[src/rtl/williams_kbd_pkg.sv]
// Shared scan codes, output bit positions and the scan-code decoder for
// the Williams keyboard input block.
package williams_kbd_pkg;

    // Player 1 set-2 scan codes
    localparam logic [7:0] SC_P1_UP     = 8'h75;
    localparam logic [7:0] SC_P1_DOWN   = 8'h72;
    localparam logic [7:0] SC_P1_LEFT   = 8'h6B;
    localparam logic [7:0] SC_P1_RIGHT  = 8'h74;
    localparam logic [7:0] SC_P1_FIRE_A = 8'h14;
    localparam logic [7:0] SC_P1_FIRE_B = 8'h11;
    localparam logic [7:0] SC_P1_FIRE_C = 8'h29;
    localparam logic [7:0] SC_P1_FIRE_D = 8'h12;

    // Player 2 set-2 scan codes
    localparam logic [7:0] SC_P2_UP     = 8'h2D;
    localparam logic [7:0] SC_P2_DOWN   = 8'h2B;
    localparam logic [7:0] SC_P2_LEFT   = 8'h23;
    localparam logic [7:0] SC_P2_RIGHT  = 8'h34;
    localparam logic [7:0] SC_P2_FIRE_A = 8'h1C;
    localparam logic [7:0] SC_P2_FIRE_B = 8'h1B;
    localparam logic [7:0] SC_P2_FIRE_C = 8'h21;
    localparam logic [7:0] SC_P2_FIRE_D = 8'h1D;

    // System scan codes (F1/1, F2/2, Esc/5 alias onto the same state bit)
    localparam logic [7:0] SC_START1_F  = 8'h05;
    localparam logic [7:0] SC_START1_N  = 8'h16;
    localparam logic [7:0] SC_START2_F  = 8'h06;
    localparam logic [7:0] SC_START2_N  = 8'h1E;
    localparam logic [7:0] SC_COIN1_ESC = 8'h76;
    localparam logic [7:0] SC_COIN1_N   = 8'h2E;
    localparam logic [7:0] SC_COIN2     = 8'h36;

    // btn_p1 / btn_p2 bit positions
    localparam int B_RIGHT  = 0;
    localparam int B_LEFT   = 1;
    localparam int B_DOWN   = 2;
    localparam int B_UP     = 3;
    localparam int B_FIRE_A = 4;
    localparam int B_FIRE_B = 5;
    localparam int B_FIRE_C = 6;
    localparam int B_FIRE_D = 7;

    // btn_sys bit positions
    localparam int S_START1 = 0;
    localparam int S_START2 = 1;
    localparam int S_COIN1  = 2;
    localparam int S_COIN2  = 3;

    typedef enum logic [1:0] {GRP_NONE, GRP_P1, GRP_P2, GRP_SYS} key_grp_e;

    typedef struct packed {
        key_grp_e   grp;
        logic [2:0] idx;
    } key_map_t;

    typedef enum logic {ST_IDLE, ST_HOLD} stretch_st_e;

    // Translate a scan code into the state group and bit it controls.
    // The extended flag is deliberately not an input: arrow keys arrive
    // extended, keypad keys do not, and both drive the same bits.
    function automatic key_map_t map_code(input logic [7:0] code);
        key_map_t m;
        m.grp = GRP_NONE;
        m.idx = 3'd0;
        case (code)
            SC_P1_RIGHT:  begin m.grp = GRP_P1;  m.idx = 3'(B_RIGHT);  end
            SC_P1_LEFT:   begin m.grp = GRP_P1;  m.idx = 3'(B_LEFT);   end
            SC_P1_DOWN:   begin m.grp = GRP_P1;  m.idx = 3'(B_DOWN);   end
            SC_P1_UP:     begin m.grp = GRP_P1;  m.idx = 3'(B_UP);     end
            SC_P1_FIRE_A: begin m.grp = GRP_P1;  m.idx = 3'(B_FIRE_A); end
            SC_P1_FIRE_B: begin m.grp = GRP_P1;  m.idx = 3'(B_FIRE_B); end
            SC_P1_FIRE_C: begin m.grp = GRP_P1;  m.idx = 3'(B_FIRE_C); end
            SC_P1_FIRE_D: begin m.grp = GRP_P1;  m.idx = 3'(B_FIRE_D); end
            SC_P2_RIGHT:  begin m.grp = GRP_P2;  m.idx = 3'(B_RIGHT);  end
            SC_P2_LEFT:   begin m.grp = GRP_P2;  m.idx = 3'(B_LEFT);   end
            SC_P2_DOWN:   begin m.grp = GRP_P2;  m.idx = 3'(B_DOWN);   end
            SC_P2_UP:     begin m.grp = GRP_P2;  m.idx = 3'(B_UP);     end
            SC_P2_FIRE_A: begin m.grp = GRP_P2;  m.idx = 3'(B_FIRE_A); end
            SC_P2_FIRE_B: begin m.grp = GRP_P2;  m.idx = 3'(B_FIRE_B); end
            SC_P2_FIRE_C: begin m.grp = GRP_P2;  m.idx = 3'(B_FIRE_C); end
            SC_P2_FIRE_D: begin m.grp = GRP_P2;  m.idx = 3'(B_FIRE_D); end
            SC_START1_F,
            SC_START1_N:  begin m.grp = GRP_SYS; m.idx = 3'(S_START1); end
            SC_START2_F,
            SC_START2_N:  begin m.grp = GRP_SYS; m.idx = 3'(S_START2); end
            SC_COIN1_ESC,
            SC_COIN1_N:   begin m.grp = GRP_SYS; m.idx = 3'(S_COIN1);  end
            SC_COIN2:     begin m.grp = GRP_SYS; m.idx = 3'(S_COIN2);  end
            default:      begin m.grp = GRP_NONE; m.idx = 3'd0;        end
        endcase
        return m;
    endfunction

endpackage

[src/rtl/williams_pulse_stretch.sv]
// Holds an output high for a minimum number of cycles after each trigger,
// so a quick coin tap still lasts long enough for the game to sample it.
module williams_pulse_stretch
    import williams_kbd_pkg::*;
#(
    parameter int               CNT_W      = 24,
    parameter logic [CNT_W-1:0] MIN_CYCLES = CNT_W'(1200000)
) (
    input  logic clk_sys,
    input  logic reset,
    input  logic clr,
    input  logic trig,
    output logic hold
);

    // The trigger cycle itself is the first held cycle, hence the -1.
    localparam logic [CNT_W-1:0] LOAD = MIN_CYCLES - CNT_W'(1);

    stretch_st_e      st, st_nxt;
    logic [CNT_W-1:0] cnt, cnt_nxt;

    // State and counter registers
    always_ff @(posedge clk_sys or posedge reset) begin
        if (reset) begin
            st  <= ST_IDLE;
            cnt <= '0;
        end else begin
            st  <= st_nxt;
            cnt <= cnt_nxt;
        end
    end

    // Next state: clear wins, a (re-)trigger reloads, otherwise count down
    always_comb begin
        st_nxt  = st;
        cnt_nxt = cnt;
        if (clr) begin
            st_nxt  = ST_IDLE;
            cnt_nxt = '0;
        end else if (trig) begin
            st_nxt  = ST_HOLD;
            cnt_nxt = LOAD;
        end else if (st == ST_HOLD) begin
            if (cnt == '0) begin
                st_nxt = ST_IDLE;
            end else begin
                cnt_nxt = cnt - CNT_W'(1);
            end
        end
    end

    assign hold = (st == ST_HOLD);

endmodule

[src/rtl/williams_kbd_input.sv]
// PS/2 keyboard to Williams arcade control mapping.
// Optional coin stretching is enabled by defining WILLIAMS_KBD_COIN_STRETCH_EN.
module williams_kbd_input
    import williams_kbd_pkg::*;
#(
    parameter logic [23:0] COIN_MIN_CYCLES = 24'd1200000
) (
    input  logic        clk_sys,
    input  logic        reset,
    input  logic [10:0] ps2_key,
    input  logic        kbd_clear,
    output logic [7:0]  btn_p1,
    output logic [7:0]  btn_p2,
    output logic [3:0]  btn_sys,
    output logic        key_evt
);

    logic       tog_q;
    logic       armed;
    logic       evt;
    key_map_t   km;
    logic [7:0] p1_q;
    logic [7:0] p2_q;
    logic [3:0] sys_q;
    logic       unused_ext;

    assign unused_ext = ps2_key[8];
    assign km         = map_code(ps2_key[7:0]);
    // armed stays low for the first cycle after reset so the toggle copy
    // can pick up the current strobe level without producing an event.
    assign evt        = armed & (ps2_key[10] ^ tog_q);

    // Toggle strobe copy and post-reset arming
    always_ff @(posedge clk_sys or posedge reset) begin
        if (reset) begin
            tog_q <= 1'b0;
            armed <= 1'b0;
        end else begin
            tog_q <= ps2_key[10];
            armed <= 1'b1;
        end
    end

    // Key state: clear has priority, otherwise the last event on a bit wins
    always_ff @(posedge clk_sys or posedge reset) begin
        if (reset) begin
            p1_q    <= '0;
            p2_q    <= '0;
            sys_q   <= '0;
            key_evt <= 1'b0;
        end else begin
            key_evt <= evt;
            if (kbd_clear) begin
                p1_q  <= '0;
                p2_q  <= '0;
                sys_q <= '0;
            end else if (evt) begin
                case (km.grp)
                    GRP_P1:  p1_q[km.idx]       <= ps2_key[9];
                    GRP_P2:  p2_q[km.idx]       <= ps2_key[9];
                    GRP_SYS: sys_q[km.idx[1:0]] <= ps2_key[9];
                    default: ;
                endcase
            end
        end
    end

    assign btn_p1 = p1_q;
    assign btn_p2 = p2_q;

`ifdef WILLIAMS_KBD_COIN_STRETCH_EN
    logic [1:0] coin_press;
    logic [1:0] coin_hold;

    for (genvar i = 0; i < 2; i++) begin : g_coin
        assign coin_press[i] = evt & ps2_key[9] & (km.grp == GRP_SYS) &
                               (km.idx == 3'(S_COIN1 + i));

        williams_pulse_stretch #(
            .CNT_W      (24),
            .MIN_CYCLES (COIN_MIN_CYCLES)
        ) u_stretch (
            .clk_sys (clk_sys),
            .reset   (reset),
            .clr     (kbd_clear),
            .trig    (coin_press[i]),
            .hold    (coin_hold[i])
        );
    end

    assign btn_sys = {sys_q[S_COIN2] | coin_hold[1],
                      sys_q[S_COIN1] | coin_hold[0],
                      sys_q[S_START2],
                      sys_q[S_START1]};
`else
    logic [23:0] unused_coin_min;
    assign unused_coin_min = COIN_MIN_CYCLES;
    assign btn_sys         = sys_q;
`endif

endmodule

[config.mk]
export PLATFORM = sky130hd
export DESIGN_NAME = williams_kbd_input
export DESIGN_NICKNAME = d
export VERILOG_FILES = /design/src/rtl/williams_kbd_pkg.sv /design/src/rtl/williams_pulse_stretch.sv /design/src/rtl/williams_kbd_input.sv
export SDC_FILE = /design/constraint.sdc
export NUM_CORES = 1
export LEC_CHECK = 0
export ABC_AREA = 1
export BUFFER_PORTS_ARGS = -buffer_cell sky130_fd_sc_hd__clkbuf_2
export CORE_MARGIN = 2
export CORE_UTILIZATION = 35
export CTS_BUF_LIST = sky130_fd_sc_hd__clkbuf_4
export CTS_CLUSTER_DIAMETER = 80
export DETAILED_ROUTE_END_ITERATION = 8
export PLACE_DENSITY_LB_ADDON = 0.1
export SYNTH_ARGS = -nofsm -noshare
export SYNTH_HDL_FRONTEND = slang
export SYNTH_SLANG_ARGS = --single-unit
[constraint.sdc]
create_clock -name clk_sys -period 1.1 [get_ports clk_sys]
set_input_delay 0.055 -clock clk_sys [delete_from_list [all_inputs] [get_ports clk_sys]]
set_output_delay 0.055 -clock clk_sys [all_outputs]
set_load 0.02 [all_outputs]
# --- After elaboration in Yosys (flattened, before gate mapping) ---
# Index checks and enable logic that the tools add are counted.
# Widths: inputs -> output; s select.
word_totals:
  elab_cells: 67
  out_inout_bits: 21
  regBits: 23
classes:
  mux: 17
  order_cmp: 4
  n_eq_ne: 26
  bitwise_logic: 2
  n_reduce_logical: 12
ops:
  columns: ["op", "count"]
  rows:
  - ["$pmux 5 s20", 1]
  - ["$eq 8x5->1 const B", 8]
  - ["$eq 8x6->1 const B", 8]
  - ["$mux 8", 6]
  - ["$eq 8x7->1 const B", 5]
  - ["$bwmux 8", 2]
  - ["$eq 8x3->1 const B", 2]
  - ["$mux 4", 3]
  - ["$reduce_bool 2->1", 4]
  - ["$reduce_and 2->1", 3]
  - ["$reduce_or 2->1", 3]
  - ["$bwmux 4", 1]
  - ["$eq 2x2->1 const B", 2]
  - ["$lt 3x4->1 const B", 1]
  - ["$demux 1 s3", 1]
  - ["$ge 3x1->1 const B", 1]
  - ["$lt 2x3->1 const B", 1]
  - ["$demux 1 s2", 1]
  - ["$eq 2x1->1 const B", 1]
  - ["$ge 2x1->1 const B", 1]
  - ["$logic_and 1x1->1", 2]
  - ["$mux 1", 2]
  - ["$and 1x1->1", 1]
  - ["$xor 1x1->1", 1]

# --- Longest topological paths before layout ---
# Gate-level depths: netlist of the first run.
depth:
  depth_word: 11
  ltp_mapped: 14
  depth_no_buf: 14

# --- Worst setup path after synthesis of the first run ---
# OpenSTA, ideal clock, no wires.
synth_timing:
  path_kind: "input-to-reg"
  from: "in ps2_key[7]"
  to: "reg p1_q[4] (netlist: btn_p1[4])"
  stages: 14
  path_buffers: 0
  slack_ns: -0.098
  t_arrival_ns: 1.081
  path_cell_list: "inv_1 nand2_4 nor2_2 nand2_1 nand2_2 inv_1 nand2_1 nor2_2 nor2_4 nand2_2 nand2_1 nand2_1 nand2_1 nand2_1"
synth_via:
  elab_chain_len: 11
synth_lines:
  columns: ["item", "line_no", "source"]
  rows:
  - ["start, declared", "williams_kbd_input.sv:10", "input logic [10:0] ps2_key,"]
  - ["$eq 8x7->1, or another cell as far along", "williams_kbd_pkg.sv:66", "case (code)"]
  - ["$reduce_or 2->1", "williams_kbd_pkg.sv:66", null]
  - ["$pmux 5 s20 *", "williams_kbd_pkg.sv:66", null]
  - ["$lt 3x4->1 (implied by the code) / $ge 3x1->1 (equally long branches)", "williams_kbd_input.sv:59", "GRP_P1: p1_q[km.idx] <= ps2_key[9];"]
  - ["$logic_and 1x1->1 (implied by the code)", "williams_kbd_input.sv:59", null]
  - ["$mux 1 (implied by the code)", "williams_kbd_input.sv:59", null]
  - ["$demux 1 s3", "williams_kbd_input.sv:59", null]
  - ["$bwmux 8", "williams_kbd_input.sv:59", null]
  - ["$mux 8", "williams_kbd_input.sv:58", "case (km.grp)"]
  - ["$mux 8", "williams_kbd_input.sv:57", "end else if (evt) begin"]
  - ["$mux 8", "williams_kbd_input.sv:53", "if (kbd_clear) begin"]
  - ["end signal, assigned by index", "williams_kbd_input.sv:59", null]
  - ["end, declared", "williams_kbd_input.sv:22", "logic [7:0] p1_q;"]
# Every way passes the cells marked *; elsewhere a longest branch is shown, timed or not. The select of a mux whose other input is x is not followed.
# A chain may end at the register's enable or synchronous reset.

# --- Final worst setup path of the first run ---
layout_timing:
  from: "reg tog_q"
  to: "reg p1_q[6] (netlist: btn_p1[6])"
layout_via:
  elab_chain_len: 4
layout_lines:
  columns: ["item", "line_no", "source"]
  rows:
  - ["start, declared", "williams_kbd_input.sv:18", "logic tog_q;"]
  - ["start signal, assigned", "williams_kbd_input.sv:39", "tog_q <= ps2_key[10];"]
  - ["$xor 1x1->1", "williams_kbd_input.sv:31", "assign evt = armed & (ps2_key[10] ^ tog_q);"]
  - ["$and 1x1->1", "williams_kbd_input.sv:31", null]
  - ["via evt", "williams_kbd_input.sv:20", "logic evt;"]
  - ["$reduce_bool 2->1 (no line)", null, null]
  - ["$reduce_and 2->1 (no line)", null, null]
# The timed path passes the listed nets, and every way through them passes these cells.

==> qor.csv, run 1 <==
stage;metric;value;unit
global_route;vias in the first global route;1528;
sta;max-slew violation count;0;
critical_path;Arr. time, crit path;1480;ps
floorplan;floorplan row count;25;
critical_path;delay-heaviest family, CP;simple AND/OR/NAND/NOR gates;
floorplan;starting density of the core;0.359;
clocking;maximum clock insertion buffer count;2;
clocking;H-Tree Depth;1;
drt;Post-route DRC;0;
layout;synthesis-to-layout area growth;33.7;%
yosys;syn nets;276;
yosys;top post-synthesis cells by area;dfrtp_1 34%, nand2_1 27%, nor2_1 5.8%, nor2_2 5.6%, nand2_2 4.9%;
yosys;synthesized area;1670;um^2
clocking;CTS tree;done;
drt;Vias/cell;4.50;
critical_path;Worst Path Buf+Inv;0;
placed_design;pre-CTS WS;-453;ps
sta;final hold vios;0;
flow_run;max_cap viols;0;
floorplan;Chip Height;73.2;um
critical_path;required time worst endpoint;1310;ps
drt;routed length per instance;11.1;um
power;Design Power;1740;uW
global_route;largest net degree at the start of global routing;24;
yosys;Post-synth EDFFs;0;
critical_path;Slowest-stage cell, CP;dfrtp_1;
layout;layout cells sized above 1;0.430;
critical_path;Crit Path Category;flip-flop to flip-flop;
drt;Pre-antenna DRT Iters;4;
layout;Ant. Diodes;0;
yosys;Yosys reg bits;23;
outcome;failing checks;setup timing;
placed_design;Buffers on Ports;33;
yosys;top cells by count, synth;121 x nand2_1, 26 x nor2_1, 23 x dfrtp_1;
placed_design;dpl cell area;2030;um^2
sta;RSZ-0062 raised after global routing;yes;
critical_path;crit-path cells;nand2_1, nand2_2, nor2_4, nand2_4, nand2_8, nand2_1, nand2_1, o21ai_1;
floorplan;I/O Pins;35;
drt;WL final;4040;um
sta;worst hold slack;40.5;ps
critical_path;crit-path max FO;7;
drt;DR iter-0 viols;80;
yosys;Yosys warning total;0;
sta;Peak Freq;0.790;GHz
sta;Final period util;1.15;
clocking;clock slew at reported path FFs;140;ps
floorplan;Die Wd;73.2;um
critical_path;most frequent CP cell;nand2_1;
power;Max VDD drop;0.338;mV
floorplan;core area;4660;um^2
drt;vias after detailed routing;1635;
critical_path;CP Capture Type;flip-flop;
sta;Final WS setup;-165;ps
global_route;total gr overflow;0;
sta;# setup viols final;20;
floorplan;die area;5350;um^2
yosys;asr flop ratio synth;1.00;
placed_design;routability congestion estimate;0.804;
worst_hold_path;Hold Crit Class;primary input to flip-flop;
layout;nets;324;
sta;clock skew;8.62;ps
layout;final instance area;2240;um^2
layout;Finished Core Util;0.480;
outcome;outcome;finished with violations;
global_route;first-pass GRT wire length;6900;um
power;leakage power;0.00122;uW
clocking;CTS buffer count;3;
yosys;Mean Syn Cell Area;6.39;um^2
yosys;cell taking the most area after synthesis;dfrtp_1;
layout;fill cell count;478;
yosys;Syn Inst Count;262;
yosys;register area share after synthesis;0.344;
clocking;Clock Latency Late Sink;320;ps
yosys;count leader, synth;nand2_1;
sta;minimum clock period after layout;1270;ps
yosys;share of the synthesized area in the top cell type;0.344;
critical_path;type of origin of the critical path;flip-flop;
clocking;Root Buffer;clkbuf_4;
clocking;clock sinks;23;
critical_path;Largest stage delay, worst path;430;ps
placed_design;DPL Wire Length;3160;um
global_route;All-Layer GR Usage;0.162;
drt;ANT nets after route;0;
global_route;antenna violations before repair;0;
yosys;count of different cell masters after synthesis;21;
power;pwr/cell area;778;nW/um^2
yosys;Main synth FF type;dfrtp_1;
==> sequential cells by signal (all words and copies together), names as in the netlist <==
signal,cells
key_evt,1
btn_p2,8
btn_sys,4
armed,1
tog_q,1
btn_p1,8
==> worst reg2reg max path, stage by stage, from the launching register on <==
cell     delay [ps]
dfrtp_1         430
nand2_1          80
nand2_2          80
nor2_4          160
nand2_4         100
nand2_8         110
nand2_1          80
nand2_1          60
o21ai_1          50
==> cell families (layout without fill, tap and decap cells) <==
family                 Yosys count  after routing  share of synthesized area
buffers and inverters           28             74                     0.0725
AOI/OAI and AO/OA               15             15                     0.0471
other                            1              1                    0.00224
DFF                             23             23                      0.344
and+or+nand+nor                195            196                      0.534
==> metal layers <==
metal	routed length, um	GRT usage
met2	1890	0.264
met4	50	0.0370
met3	108	0.0193
met5	0	0
met1	1990	0.227
==> power breakdown <==
group / switching (uW) / leakage [uW] / internal, uW
clock: 265 / 0.0000177 / 136
sequential: 16.0 / 0.000312 / 873
combinational: 300 / 0.000895 / 151
==> placed cells by master (no fill, tap or decap), types with 3 or more instances in the layout <==
master     n
inv_1     15
buf_4     10
o21ai_0    3
nor2_2    17
nand2_2   29
dfrtp_1   23
nor2_1    18
nor2_4    11
clkbuf_4   3
nand3_2    3
o21ai_1    7
nand2_1   97
nand4_1    6
nand3_1    4
clkbuf_2  32
nand2_4    8
inv_2      6
==> stage by stage <==
| stage | TNS, ps | std cells |
|---|---|---|
| after floorplan | -430 | 262 |
| after global placement | -7870 | 353 |
| after detailed placement | -8000 | 353 |
| after CTS | -2460 | 362 |
| after global routing | -4210 | 363 |
| final | -2620 | 363 |
==> area by class of cell <==
| type | instances | area, um^2 | area share |
|---|---|---|---|
| multi-input cells | 212 | 1180 | 0.529 |
| flip-flops and latches | 23 | 576 | 0.257 |
| repair buffers | 45 | 260 | 0.116 |
| inverters | 24 | 116 | 0.0520 |
| well taps | 54 | 67.6 | 0.0302 |
| clock buffers | 3 | 22.5 | 0.0101 |
| repair inverters | 1 | 7.51 | 0.00335 |
| clock inverters | 1 | 5.00 | 0.00224 |
==> worst paths after layout <==
path / from / to / slack [ps] / depth (start not counted)
setup / recovery: tog_q / btn_p1[6] / -170 / 8
hold / removal: kbd_clear / btn_sys[1] / 40 / 4
setup reg to reg: tog_q / btn_p1[6] / -170 / 8
hold reg to reg: btn_p2[1] / btn_p2[1] / 490 / 2
max in group asynchronous: reset / btn_sys[3] / 570 / 4
min in group asynchronous: reset / tog_q / 290 / 4
==> repair_timing <==
item,in CTS,in global routing
endpoints found under the setup margin,20,20
setup buffers,1,1
gates resized for setup,10,30
gates cloned,2,0
pin swaps,14,9
hold buffers,2,0
endpoints found under the hold margin,24,0
(Power assumes the default switching activity.)
==> inputs of run 2 (changes only) <==
--- a/config.mk
+++ b/config.mk
@@ -13,6 +13,8 @@
 export CTS_CLUSTER_DIAMETER = 80
 export DETAILED_ROUTE_END_ITERATION = 8
 export PLACE_DENSITY_LB_ADDON = 0.1
+export SKIP_CTS_REPAIR_TIMING = 1
+export SKIP_LAST_GASP = 1
 export SYNTH_ARGS = -nofsm -noshare
 export SYNTH_HDL_FRONTEND = slang
 export SYNTH_SLANG_ARGS = --single-unit
==> constraint.sdc (replaced) <==
create_clock -name clk_sys -period 1.1 [get_ports clk_sys]
set_input_delay 0 -clock clk_sys [delete_from_list [all_inputs] [get_ports clk_sys]]
set_output_delay 0 -clock clk_sys [all_outputs]
set_load 0.02 [all_outputs]
==> run 2 against run 1 <==
Design area down 4.6%; the run still ends with setup timing left; final cell count rose by 0.28%; worst hold slack better by 62 ps; routed wire length is 0.84% lower; critical path depth unchanged; combinational power fell by 7.8%; setup slack better by 18 ps; non-clock buffer count grew 1; first-iteration DRC count is 56% lower; global-route usage down 0.97 points.
==> qor.csv, run 2 (synthesized netlist as in run 1, its figures left out) <==
stage;metric;value;unit;change
clocking;CTS tree;done;;
sta;final hold vios;0;;unchanged
worst_hold_path;Hold Crit Class;primary input to flip-flop;;
outcome;failing checks;setup timing;;
clocking;CTS buffer count;3;;unchanged
layout;Non-Filler Instances;364;;+0.28%
layout;final instance area;2140;um^2;-4.6%
sta;clock skew;8.05;ps;-0.570 ps
critical_path;worst r2r dst;btn_p2[7];;
global_route;total gr overflow;0;;unchanged
drt;routed length per instance;11.0;um;-1.1%
drt;DR iter-0 viols;35;;-56%
clocking;clock sinks;23;;unchanged
layout;layout cells sized above 1;0.381;;-0.0498
critical_path;CP Capture Type;flip-flop;;
worst_hold_path;min-delay src;ps2_key[9];;
floorplan;floorplan row count;25;;unchanged
placed_design;routability congestion estimate;0.820;;+2.0%
clocking;maximum clock insertion buffer count;2;;unchanged
drt;vias after detailed routing;1655;;+1.2%
worst_hold_path;Worst Hold End;btn_p1[3];;
power;Max VDD drop;0.543;mV;+61%
global_route;largest net degree at the start of global routing;24;;unchanged
sta;Peak Freq;0.802;GHz;+1.4%
clocking;Root Buffer;clkbuf_4;;
sta;RSZ-0062 raised after global routing;yes;;
drt;Vias/cell;4.55;;+0.95%
layout;most common cell after layout, fill and taps aside;nand2_1;;
global_route;vias in the first global route;1514;;-0.92%
clocking;Clock Latency Late Sink;310;ps;about the same
critical_path;Arr. time, crit path;1470;ps;about the same
global_route;first-pass GRT wire length;6510;um;-5.7%
flow_run;max_cap viols;0;;unchanged
sta;Final period util;1.13;;-0.0160
layout;most frequent cells in the layout;105 x nand2_1, 33 x clkbuf_2, 25 x nand2_2, 23 x nor2_1, 23 x dfrtp_1;;
layout;nets;325;;+0.31%
power;leakage power;0.00121;uW;-1.2%
critical_path;Crit Path Category;flip-flop to flip-flop;;
floorplan;starting density of the core;0.359;;unchanged
placed_design;DPL Wire Length;3150;um;-0.38%
placed_design;pre-CTS WS;-367;ps;+86.6 ps
power;pwr/cell area;795;nW/um^2;+2.2%
worst_hold_path;Hold Crit Depth;4;;unchanged
sta;max-slew violation count;0;;unchanged
critical_path;type of origin of the critical path;flip-flop;;
floorplan;Chip Height;73.2;um;unchanged
sta;Final WS setup;-148;ps;+17.6 ps
clocking;clock slew at reported path FFs;130;ps;about the same
power;Design Power;1700;uW;-2.4%
floorplan;core area;4660;um^2;unchanged
layout;synthesis-to-layout area growth;27.6;%;
placed_design;dpl cell area;1960;um^2;-3.3%
critical_path;required time worst endpoint;1320;ps;about the same
sta;minimum clock period after layout;1250;ps;-17.6 ps
global_route;All-Layer GR Usage;0.152;;-0.00972
clocking;H-Tree Depth;1;;unchanged
floorplan;Die Wd;73.2;um;unchanged
global_route;antenna violations before repair;0;;unchanged
drt;ANT nets after route;0;;unchanged
placed_design;post-placement cell count;353;;unchanged
layout;Ant. Diodes;0;;unchanged
floorplan;die area;5350;um^2;unchanged
outcome;outcome;finished with violations;;
drt;Post-route DRC;0;;unchanged
drt;Pre-antenna DRT Iters;4;;unchanged
critical_path;reg2reg start;tog_q;;
floorplan;I/O Pins;35;;unchanged
critical_path;r2r worst-path depth;8;;unchanged
sta;# setup viols final;20;;unchanged
drt;WL final;4010;um;-0.84%
critical_path;FF-to-FF setup slack;-150;ps;+20 ps
critical_path;crit-path max FO;7;;unchanged
placed_design;Buffers on Ports;33;;unchanged
run 2: routing by layer:
metal	share of wire	vias to the layer above	global-route usage
li1	-	898	-
met1	0.51	728	0.207
met2	0.45	27	0.252
met3	0.030	2	0.0304
met4	0.0047	0	0.0247
met5	0	-	0
run 2: critical path: stages, from the launching register on:
cell	delay, ps
dfrtp_1	400
nand2_1	70
nand2_2	70
o21ai_4	210
nand2_4	110
inv_8	110
nand2_1	80
nand2_1	50
o21ai_1	50
run 2: how the worst max path moves through the flow:
stage,start,endpoint,slack (ps),cells after the start
finish,tog_q,btn_p2[7],-150,8
global route,tog_q,btn_p2[7],-260,8
CTS,tog_q,btn_p2[7],-250,8
detailed placement,ps2_key[7],btn_p1[6],-370,13
global placement,ps2_key[3],btn_p1[6],-370,13
floorplan,tog_q,btn_p2[2],-40,9
run 2: final cells by class:
class	instances	area (um^2)
Clock inverter	1	5.00
Tap cell	54	67.6
Inverter	24	100
Timing Repair inverter	1	5.00
Sequential cell	23	576
Clock buffer	3	22.5
Fill cell	525	2520
Multi-Input combinational cell	212	1090
Timing Repair Buffer	46	270
run 2: where the power goes:
group | switching, uW | total [uW] | internal [uW]
registers | 13.4 | 886 | 873
clock network | 260 | 396 | 136
logic | 279 | 416 | 138
total | 552 | 1700 | 1150
run 2: stage by stage:
step	utilization	setup TNS [ps]	hold slack, ps
finish	0.458	-2230	102
global route	0.458	-4610	100
CTS	0.427	-4170	-327
detailed placement	0.421	-5900	39.3
global placement	0.421	-5670	35.1
floorplan	-	-152	1.92
==> inputs of run 3 (changes only) <==
--- a/config.mk
+++ b/config.mk
@@ -12,7 +12,7 @@
 export CTS_BUF_LIST = sky130_fd_sc_hd__clkbuf_4
 export CTS_CLUSTER_DIAMETER = 80
 export DETAILED_ROUTE_END_ITERATION = 8
-export PLACE_DENSITY_LB_ADDON = 0.1
+export PLACE_DENSITY_LB_ADDON = 0.25
 export SKIP_CTS_REPAIR_TIMING = 1
 export SKIP_LAST_GASP = 1
 export SYNTH_ARGS = -nofsm -noshare
==> run 3 against run 2 <==
The run ends with hold timing, setup timing left; die area stayed put; critical path type unchanged; clock power is essentially flat; first-iteration DRC count up 120%; sequential share of layout area up 0.095 points; sequential power is essentially flat; highest routed layer unchanged; count of clock-buffer cells in the layout unchanged; routed wire length fell by 6.8%; power about the same; core utilization down 0.16 points.
==> qor.csv, run 3 (synthesized netlist as in run 1, its figures left out) <==
stage;metric;value;unit;change
floorplan;core area;4660;um^2;unchanged
floorplan;die area;5350;um^2;unchanged
clocking;CTS tree;done;;
drt;Vias/cell;4.53;;-0.28%
drt;WL final;3740;um;-6.8%
floorplan;I/O Pins;35;;unchanged
power;pwr/cell area;797;nW/um^2;+0.29%
sta;Final period util;1.16;;+0.0293
sta;Final WS setup;-180;ps;-32.3 ps
drt;Post-route DRC;0;;unchanged
worst_hold_path;Worst Hold End;btn_p2[3];;
layout;Finished Core Util;0.457;;-0.00161
placed_design;post-placement cell count;354;;+0.28%
drt;DR iter-0 viols;78;;+120%
floorplan;floorplan row count;25;;unchanged
sta;worst hold slack;-0.182;ps;-102 ps
worst_hold_path;Hold Crit Class;primary input to flip-flop;;
layout;final instance area;2130;um^2;-0.35%
clocking;Clock Latency Late Sink;320;ps;about the same
floorplan;starting density of the core;0.359;;unchanged
placed_design;Buffers on Ports;33;;unchanged
sta;setup TNS;-3090;ps;-867 ps
critical_path;crit-path cells;nand2_1, nand2_2, nor2_2, nand2_2, nand2_4, nand2_1, nand2_1, o21ai_1;;
clocking;Root Buffer;clkbuf_4;;
critical_path;worst r2r dst;btn_p1[6];;
layout;layout cells sized above 1;0.348;;-0.0324
placed_design;DPL Wire Length;2890;um;-8.1%
placed_design;routability congestion estimate;0.787;;-4.0%
critical_path;Arr. time, crit path;1500;ps;+30 ps
layout;Non-Filler Instances;367;;+0.82%
clocking;H-Tree Depth;1;;unchanged
layout;most common cell after layout, fill and taps aside;nand2_1;;
critical_path;r2r worst-path depth;8;;unchanged
worst_hold_path;min-delay src;ps2_key[9];;
critical_path;crit-path max FO;7;;unchanged
critical_path;most frequent CP cell;nand2_1;;
critical_path;reg2reg start;tog_q;;
clocking;clock slew at reported path FFs;130;ps;about the same
drt;routed length per instance;10.2;um;-7.5%
worst_hold_path;Hold Crit Depth;3;;-1
global_route;vias in the first global route;1428;;-5.7%
global_route;antenna violations before repair;0;;unchanged
clocking;CTS buffer count;3;;unchanged
power;Design Power;1700;uW;about the same
critical_path;FF-to-FF setup slack;-180;ps;-30 ps
layout;most frequent cells in the layout;114 x nand2_1, 33 x clkbuf_2, 23 x nor2_1, 23 x dfrtp_1, 18 x nand2_2;;
global_route;largest net degree at the start of global routing;24;;unchanged
critical_path;required time worst endpoint;1320;ps;about the same
critical_path;Slowest-stage cell, CP;dfrtp_1;;
sta;minimum clock period after layout;1280;ps;+32.3 ps
power;leakage power;0.00120;uW;-0.44%
layout;Ant. Diodes;0;;unchanged
drt;ANT nets after route;0;;unchanged
critical_path;Largest stage delay, worst path;420;ps;+20 ps
floorplan;Die Wd;73.2;um;unchanged
drt;Pre-antenna DRT Iters;4;;unchanged
floorplan;Chip Height;73.2;um;unchanged
sta;final hold vios;1;;+1
critical_path;type of origin of the critical path;flip-flop;;
clocking;clock sinks;23;;unchanged
global_route;All-Layer GR Usage;0.142;;-0.00984
sta;# setup viols final;20;;unchanged
sta;clock skew;5.52;ps;-2.53 ps
global_route;total gr overflow;0;;unchanged
placed_design;dpl cell area;1970;um^2;+0.38%
critical_path;Crit Path Category;flip-flop to flip-flop;;
global_route;first-pass GRT wire length;6100;um;-6.3%
layout;nets;328;;+0.92%
sta;max-slew violation count;0;;unchanged
outcome;outcome;finished with violations;;
flow_run;max_cap viols;0;;unchanged
clocking;maximum clock insertion buffer count;2;;unchanged
layout;synthesis-to-layout area growth;27.1;%;
drt;vias after detailed routing;1664;;+0.54%
sta;Peak Freq;0.781;GHz;-2.5%
outcome;failing checks;hold timing, setup timing;;
critical_path;CP Capture Type;flip-flop;;
power;Max VDD drop;0.427;mV;-21%
sta;RSZ-0062 raised after global routing;yes;;
==> run 3: layer usage <==
layer	up-vias	GRT usage	routed length, um	part of all wire
met5	-	0	0	0
met4	0	0.0309	24	0.0064
met3	5	0.0318	118	0.032
met2	26	0.222	1750	0.47
met1	730	0.199	1840	0.49
li1	903	-	-	-
==> run 3: per-stage QoR <==
| stage | worst slack (ps) | hold WS (ps) |
|---|---|---|
| finish | -180 | -0.182 |
| global route | -298 | 1.83 |
| CTS | -236 | -326 |
| detailed placement | -346 | 41.9 |
| global placement | -380 | 36.9 |
| floorplan | -37.0 | 1.92 |
==> run 3: how the worst max path moves through the flow <==
stage / from / end / slack (ps)
6_report: tog_q / btn_p1[6] / -180
5_1_grt: tog_q / btn_p1[7] / -300
4_1_cts: tog_q / btn_p2[0] / -240
2_1_floorplan: tog_q / btn_p2[2] / -40
3_5_place_dp: ps2_key[3] / btn_p1[6] / -350
3_3_place_gp: ps2_key[3] / btn_p1[6] / -380
==> run 3: area by class of cell <==
type | count | area (um^2)
Clock buffer | 3 | 22.5
Timing Repair Buffer | 49 | 299
Clock inverter | 1 | 5.00
Timing Repair inverter | 1 | 7.51
Fill cell | 500 | 2530
Sequential cell | 23 | 576
Tap cell | 54 | 67.6
Inverter | 24 | 97.6
Multi-Input combinational cell | 212 | 1050
==> run 3: power breakdown <==
| part | internal (uW) | switching (uW) |
|---|---|---|
| Combinational | 145 | 269 |
| Sequential | 873 | 14.3 |
| Clock | 136 | 260 |
| Total | 1150 | 543 |
==> run 3: critical path, delay by kind of cell (launching register included) <==
family	cells	cell delay, ps
AO/OA/AOI/OAI	1	50
AND/OR/NAND/NOR	7	710
flip-flops	1	420
